==> src/rtl/hit_detector.sv <==
// Issuing end of the hit/tank_reset handshake: per-frame projectile/target overlap counting,
// one-cycle hit pulse, burst/tank_reset response tracking and a saturating hit score.
`timescale 1ns/1ps
module hit_detector #(
  parameter int unsigned V_ACTIVE        = 768,
  parameter int unsigned H_ACTIVE        = 1024,
  parameter int unsigned MIN_OVERLAP     = 16,
  parameter logic [31:0] BURST_TIMEOUT   = 32'd1000,
  parameter int unsigned COOLDOWN_FRAMES = 4
) (
  input  logic        clk,
  input  logic        reset,
  input  logic [11:0] pixel_column,
  input  logic [11:0] pixel_row,
  input  logic [1:0]  target_icon,
  input  logic [1:0]  shot_icon,
  input  logic        enable,
  input  logic        burst,
  input  logic        tank_reset,
  output logic        hit,
  output logic        busy,
  output logic        timeout_err,
  output logic [7:0]  hit_count
);

  localparam logic [11:0] V_LIM   = 12'(V_ACTIVE);
  localparam logic [11:0] H_LIM   = 12'(H_ACTIVE);
  localparam logic [15:0] THRESH  = 16'(MIN_OVERLAP);
  localparam logic [7:0]  CD_LAST = 8'(COOLDOWN_FRAMES - 1);
  localparam logic [31:0] TO_LAST = BURST_TIMEOUT - 32'd1;

  typedef enum logic [2:0] {
    IDLE, ARMED, HIT, WAIT_BURST, WAIT_RESET, COOLDOWN
  } state_t;

  state_t      state, state_n;
  logic        row_end, row_end_q, frame_tick;
  logic        ovl_pix, qualify;
  logic [15:0] ovl_cnt, ovl_sum;
  logic        tr_q, tr_rise;
  logic [31:0] timer;
  logic [7:0]  cd_cnt;
  logic        timeout_fire, count_inc;

  // frame_tick is the first cycle the scan sits on the end-of-frame row
  assign row_end    = (pixel_row == V_LIM);
  assign frame_tick = row_end & ~row_end_q;

  assign ovl_pix = (pixel_column < H_LIM) && (pixel_row < V_LIM) &&
                   (|target_icon) && (|shot_icon);
  // Evaluation sees the pixel of the closing cycle as part of that frame
  assign ovl_sum = (ovl_cnt == 16'hFFFF) ? ovl_cnt : ovl_cnt + 16'(ovl_pix);
  assign qualify = (ovl_sum >= THRESH);

  assign tr_rise = tank_reset & ~tr_q;
  assign busy    = !((state == IDLE) || (state == ARMED));

  always_comb begin
    state_n      = state;
    timeout_fire = 1'b0;
    count_inc    = 1'b0;
    case (state)
      IDLE:       if (enable) state_n = ARMED;
      ARMED:      if (frame_tick && qualify) state_n = HIT;
      HIT:        state_n = WAIT_BURST;
      WAIT_BURST: begin
        if (burst) state_n = WAIT_RESET;
        else if (timer >= TO_LAST) begin
          state_n      = ARMED;
          timeout_fire = 1'b1;
        end
      end
      WAIT_RESET: begin
        if (tr_rise) begin
          state_n   = COOLDOWN;
          count_inc = 1'b1;
        end
      end
      COOLDOWN:   if (frame_tick && (cd_cnt == CD_LAST)) state_n = ARMED;
      default:    state_n = IDLE;
    endcase
    if (!enable) begin
      state_n      = IDLE;
      timeout_fire = 1'b0;
      count_inc    = 1'b0;
    end
  end

  always_ff @(posedge clk or negedge reset) begin
    if (!reset) begin
      state       <= IDLE;
      row_end_q   <= 1'b0;
      tr_q        <= 1'b0;
      ovl_cnt     <= '0;
      timer       <= '0;
      cd_cnt      <= '0;
      hit         <= 1'b0;
      timeout_err <= 1'b0;
      hit_count   <= '0;
    end else begin
      state     <= state_n;
      row_end_q <= row_end;
      tr_q      <= tank_reset;
      hit       <= (state_n == HIT);

      if (!enable || frame_tick) ovl_cnt <= '0;
      else                       ovl_cnt <= ovl_sum;

      // Timer only runs while waiting for burst; any other state clears it
      if (state == WAIT_BURST) timer <= timer + 32'd1;
      else                     timer <= '0;

      if (state != COOLDOWN)  cd_cnt <= '0;
      else if (frame_tick)    cd_cnt <= cd_cnt + 8'd1;

      if (timeout_fire) timeout_err <= 1'b1;
      if (count_inc && (hit_count != 8'hFF)) hit_count <= hit_count + 8'd1;
    end
  end

endmodule

==> config.mk <==
export PLATFORM = sky130hd
export DESIGN_NAME = hit_detector
export DESIGN_NICKNAME = d
export VERILOG_FILES = /design/src/rtl/hit_detector.sv
export SDC_FILE = /design/constraint.sdc
export NUM_CORES = 1
export LEC_CHECK = 0
export ABC_AREA = 1
export CORE_MARGIN = 1.5
export CORE_UTILIZATION = 59
export CTS_BUF_LIST = sky130_fd_sc_hd__clkbuf_2
export CTS_CLUSTER_DIAMETER = 80
export DETAILED_ROUTE_END_ITERATION = 12
export GPL_ROUTABILITY_DRIVEN = 0
export GPL_TIMING_DRIVEN = 0
export PLACE_DENSITY = 0.83
export SYNTH_ARGS = -nofsm -noshare
export SYNTH_HDL_FRONTEND = slang
export SYNTH_SLANG_ARGS = --single-unit
==> constraint.sdc <==
create_clock -name clk -period 2.5 [get_ports clk]
set_input_delay 0.375 -clock clk [delete_from_list [all_inputs] [get_ports clk]]
set_output_delay 0.375 -clock clk [all_outputs]
set_load 0.01 [all_outputs]
==> impl_metrics.py <==
metrics = {
    "logic_synthesis": {
        "synth.distinct_cells": 42,
        "synth_edf_count": 0,
        "seq_area_frac_synth_pct": 42.8,
        "yosys-top-cells-count": "nand2_1, nor2_1, dfrtp_1",
        "synth_most_common_cell": "nand2_1",
        "yosys_warnings": 0,
        "synth_top_area_share_pct": 42.8,
        "syn-mean-instance-area_sq_um": 7.69,
        "synth-seq-cells": 71,
        "synthesis.nets": 579,
        "netlist_area_sq_um": 4150,
        "synth_area_leaders": "dfrtp_1, nand2_1, nor2_1, inv_1, nand3_1",
        "ys_async_sr_fraction_pct": 100,
        "netlist_instances": 540,
        "ys.flop_type": "dfrtp_1",
        "synth.largest_area_cell": "dfrtp_1",
    },
    "routing": {
        "antenna_left": 0,
        "post-route-drc-count": 0,
        "first_pass_iters": 4,
        "drt_iter0_markers": 255,
        "wire_per_inst_um": 13.4,
        "vias_per_cell": 5.50,
        "vias": 3799,
        "drt_wl_total_um": 9240,
    },
    "clock_tree": {
        "cts_num_sinks": 71,
        "cts_buffers": 9,
        "cts_tree": "built",
        "h-tree-depth": 3,
        "root_buffer": "clkbuf_2",
        "clkTransAtPathRegs_ns": 0.19,
        "clk_latency_ns": 0.48,
        "ctsHoldBuffers": 0,
        "ctsLongestPathBuffers": 2,
    },
    "global_routing": {
        "grt.overflow.total": 0,
        "top_usage_layer": "met2",
        "grt_pass1_vias": 3527,
        "antenna_found_initial": 0,
        "grt_use_total_pct": 25.8,
        "grt_start_max_net_pins": 72,
        "use_met1_pct": 33.4,
        "use_met2_pct": 43.1,
        "grt_pass1_wl_um": 15300,
        "global_route.usage.met3_pct": 3.70,
    },
    "critical_path": {
        "reg2reg_from": "ovl_cnt[0]$_DFF_PN0_",
        "crit_end": "hit$_DFF_PN0_",
        "regToRegSetupSlack_ns": 0.44,
        "critical_path_required_ns": 2.90,
        "crit_chain": "clkdlybuf4s50_1, nor2_2, o2111ai_2, nor2_1, ha_2, ha_4, nand3_2, nor2_4, xnor2_2, nand2_1, nor2_2, nand2_2, nor2_2, nand2_2, nand2_2, nand2_2, nand3_2, nor2_1",
        "reg2reg_to": "hit$_DFF_PN0_",
        "slowest_stage": "clkdlybuf4s50_1",
        "worstSetupStartpointType": "input pin",
        "crit_path_max_fanout": 5,
        "reg2reg_depth": 14,
        "end_kind": "register",
        "path_class": "input pin to register",
        "cp.arrival_ns": 2.74,
        "critical_path.startpoint": "pixel_column[10]",
        "cpPeakStageDelay_ns": 0.41,
        "crit_top_cell": "nand2_2",
    },
    "die": {
        "ios": 44,
        "dieWidth_um": 86.9,
        "dieArea_sq_um": 7550,
        "core_sq_um": 6790,
        "die_y_um": 86.9,
        "fp-row-count": 30,
        "start_util_pct": 61.1,
    },
    "timing": {
        "slew_headroom_pct": 42.3,
        "setup_viol": 0,
        "hold_viol_final": 20,
        "slew_viol_final": 0,
        "setup_tns_ns": 0,
        "setup_slack_ns": 0.156,
        "max_freq_ghz": 0.427,
        "clock_skew_ns": 0.0323,
        "hold_slack_ns": -0.0165,
        "finalCritPeriodShare_pct": 93.8,
        "tightest_slew_ns": 0.866,
        "period_minus_slack_ns": 2.34,
    },
    "placement": {
        "dp_hpwl_um": 6840,
        "portBuffers": 33,
        "dp_slack_ns": -0.708,
    },
    "power": {
        "seq_power_share_pct": 65.5,
        "p_switching_uw": 436,
        "pwr_density_cell_nw_per_um2": 366,
        "p_leak_uw": 0.00204,
        "p_sw_share_pct": 24.7,
        "p_int_uw": 1330,
        "power_frac_clock_pct": 28.8,
        "vdd_drop_max_v": 0.000336,
        "p_comb_share_pct": 5.7,
    },
    "finish": {
        "multiInputGateArea_sq_um": 2210,
        "antenna_cells": 0,
        "utilization_pct": 71.2,
        "area_delta_synth_final_pct": 16.5,
        "layout-drive-gt1-share_pct": 15.5,
        "num-nets-final": 629,
        "regArea_sq_um": 1780,
        "fillers": 560,
    },
    "outcome": {
        "outcome": "finished, violations left",
        "violations": "negative hold slack",
    },
    "job": {
        "cap_violations": 0,
    },
    "worst_hold_path": {
        "hold_class": "input pin to async pin",
    },
}
[state kept, by name (all words and copies together) (netlist names)]
register / flops
state: 3
hit: 1
timer: 32
hit_count: 8
timeout_err: 1
ovl_cnt: 16
tr_q: 1
row_end_q: 1
cd_cnt: 8
[power groups by stage]
stage / combinational [uW] / clock (uW) / sequential [uW]
after floorplan: 25.4 / 0 / 1180
after global placement: 97.0 / 0 / 1180
after detailed placement: 98.5 / 0 / 1180
after CTS: 99.5 / 518 / 1160
after global routing: 113 / 567 / 1160
final: 101 / 510 / 1160
[cell families (layout without fill, tap and decap cells)]
kind of cell    count (synthesis)  count (layout)  share of synthesized area (%)
xor+xnor                       18              18                           3.80
buf+inv                        70             125                           6.48
flops                          71              71                           42.8
fa+ha+maj                       6               6                           1.81
simple gates                  317             317                           37.3
compound gates                 58              58                           7.84
[layout make-up]
type | instances | share of cell area [%]
Multi-Input combinational cell | 399 | 45.7
Sequential cell | 71 | 36.7
Timing Repair Buffer | 39 | 7.82
Inverter | 65 | 5.15
Tap cell | 96 | 2.48
Clock buffer | 11 | 1.14
Clock inverter | 5 | 0.518
Buffer | 5 | 0.414
[metal layers]
layer / vias up / share of wire, %
met5: - / 0
met4: 0 / 2.2
met3: 19 / 3.6
met2: 82 / 49
met1: 1814 / 45
li1: 1884 / -
[worst min-delay path by stage]
stage                            startpoint                       to  slack, ns  depth (start not counted)
global route                          reset       timer[7]$_DFF_PN0_       0.03                          1
detailed placement  timeout_err$_DFFE_PN0P_  timeout_err$_DFFE_PN0P_       0.47                          1
floorplan                             reset    cd_cnt[0]$_DFFE_PN0P_       0.08                          0
finish                                reset       timer[8]$_DFF_PN0_      -0.02                          1
global placement    timeout_err$_DFFE_PN0P_  timeout_err$_DFFE_PN0P_       0.46                          1
CTS                                   reset    cd_cnt[0]$_DFFE_PN0P_      0.002                          1
[through the flow]
stage / area (sq um) / std cells / power, uW / hold WS (ns)
CTS: 4700 / 686 / 1780 / 0.00224
detailed placement: 4600 / 669 / 1280 / 0.474
finish: 4830 / 691 / 1770 / -0.0165
global route: 4830 / 691 / 1840 / 0.0325
global placement: 4600 / 669 / 1280 / 0.463
floorplan: 4150 / 540 / 1210 / 0.0794
[timing repair]
action                                  4_1_cts  5_1_grt
buffers inserted                              1        5
pin swaps                                     2       13
endpoints found under the setup margin        3        4
resized for setup                             3       23
[placed cells by master (no fill, tap or decap), drive strengths merged, types with 2 or more instances in the layout]
master,Yosys,layout
nand2,119,119
nor2,101,101
dfrtp,71,71
inv,63,63
nand3,31,31
clkdlybuf4s50,0,30
nor3,28,28
a21oi,27,27
o21ai,18,18
nand4,17,17
clkbuf,4,15
nor4,12,12
xor2,11,11
buf,1,8
xnor2,7,7
clkinv,2,6
ha,6,6
a31oi,5,5
nand3b,4,4
nor3b,2,2
o21bai,2,2
dlymetal6s2s,0,2
or2,2,2
[worst max-delay path, delay by kind of cell]
family                     cells  cell delay (ns)
xor gates and xnor gates       1             0.15
and+or+nand+nor               13             1.29
adders and majority gates      2             0.42
buffers and inverters          1             0.41
AOI/OAI and AO/OA              1             0.11
Note: power is estimated with default switching activity, not from simulation.
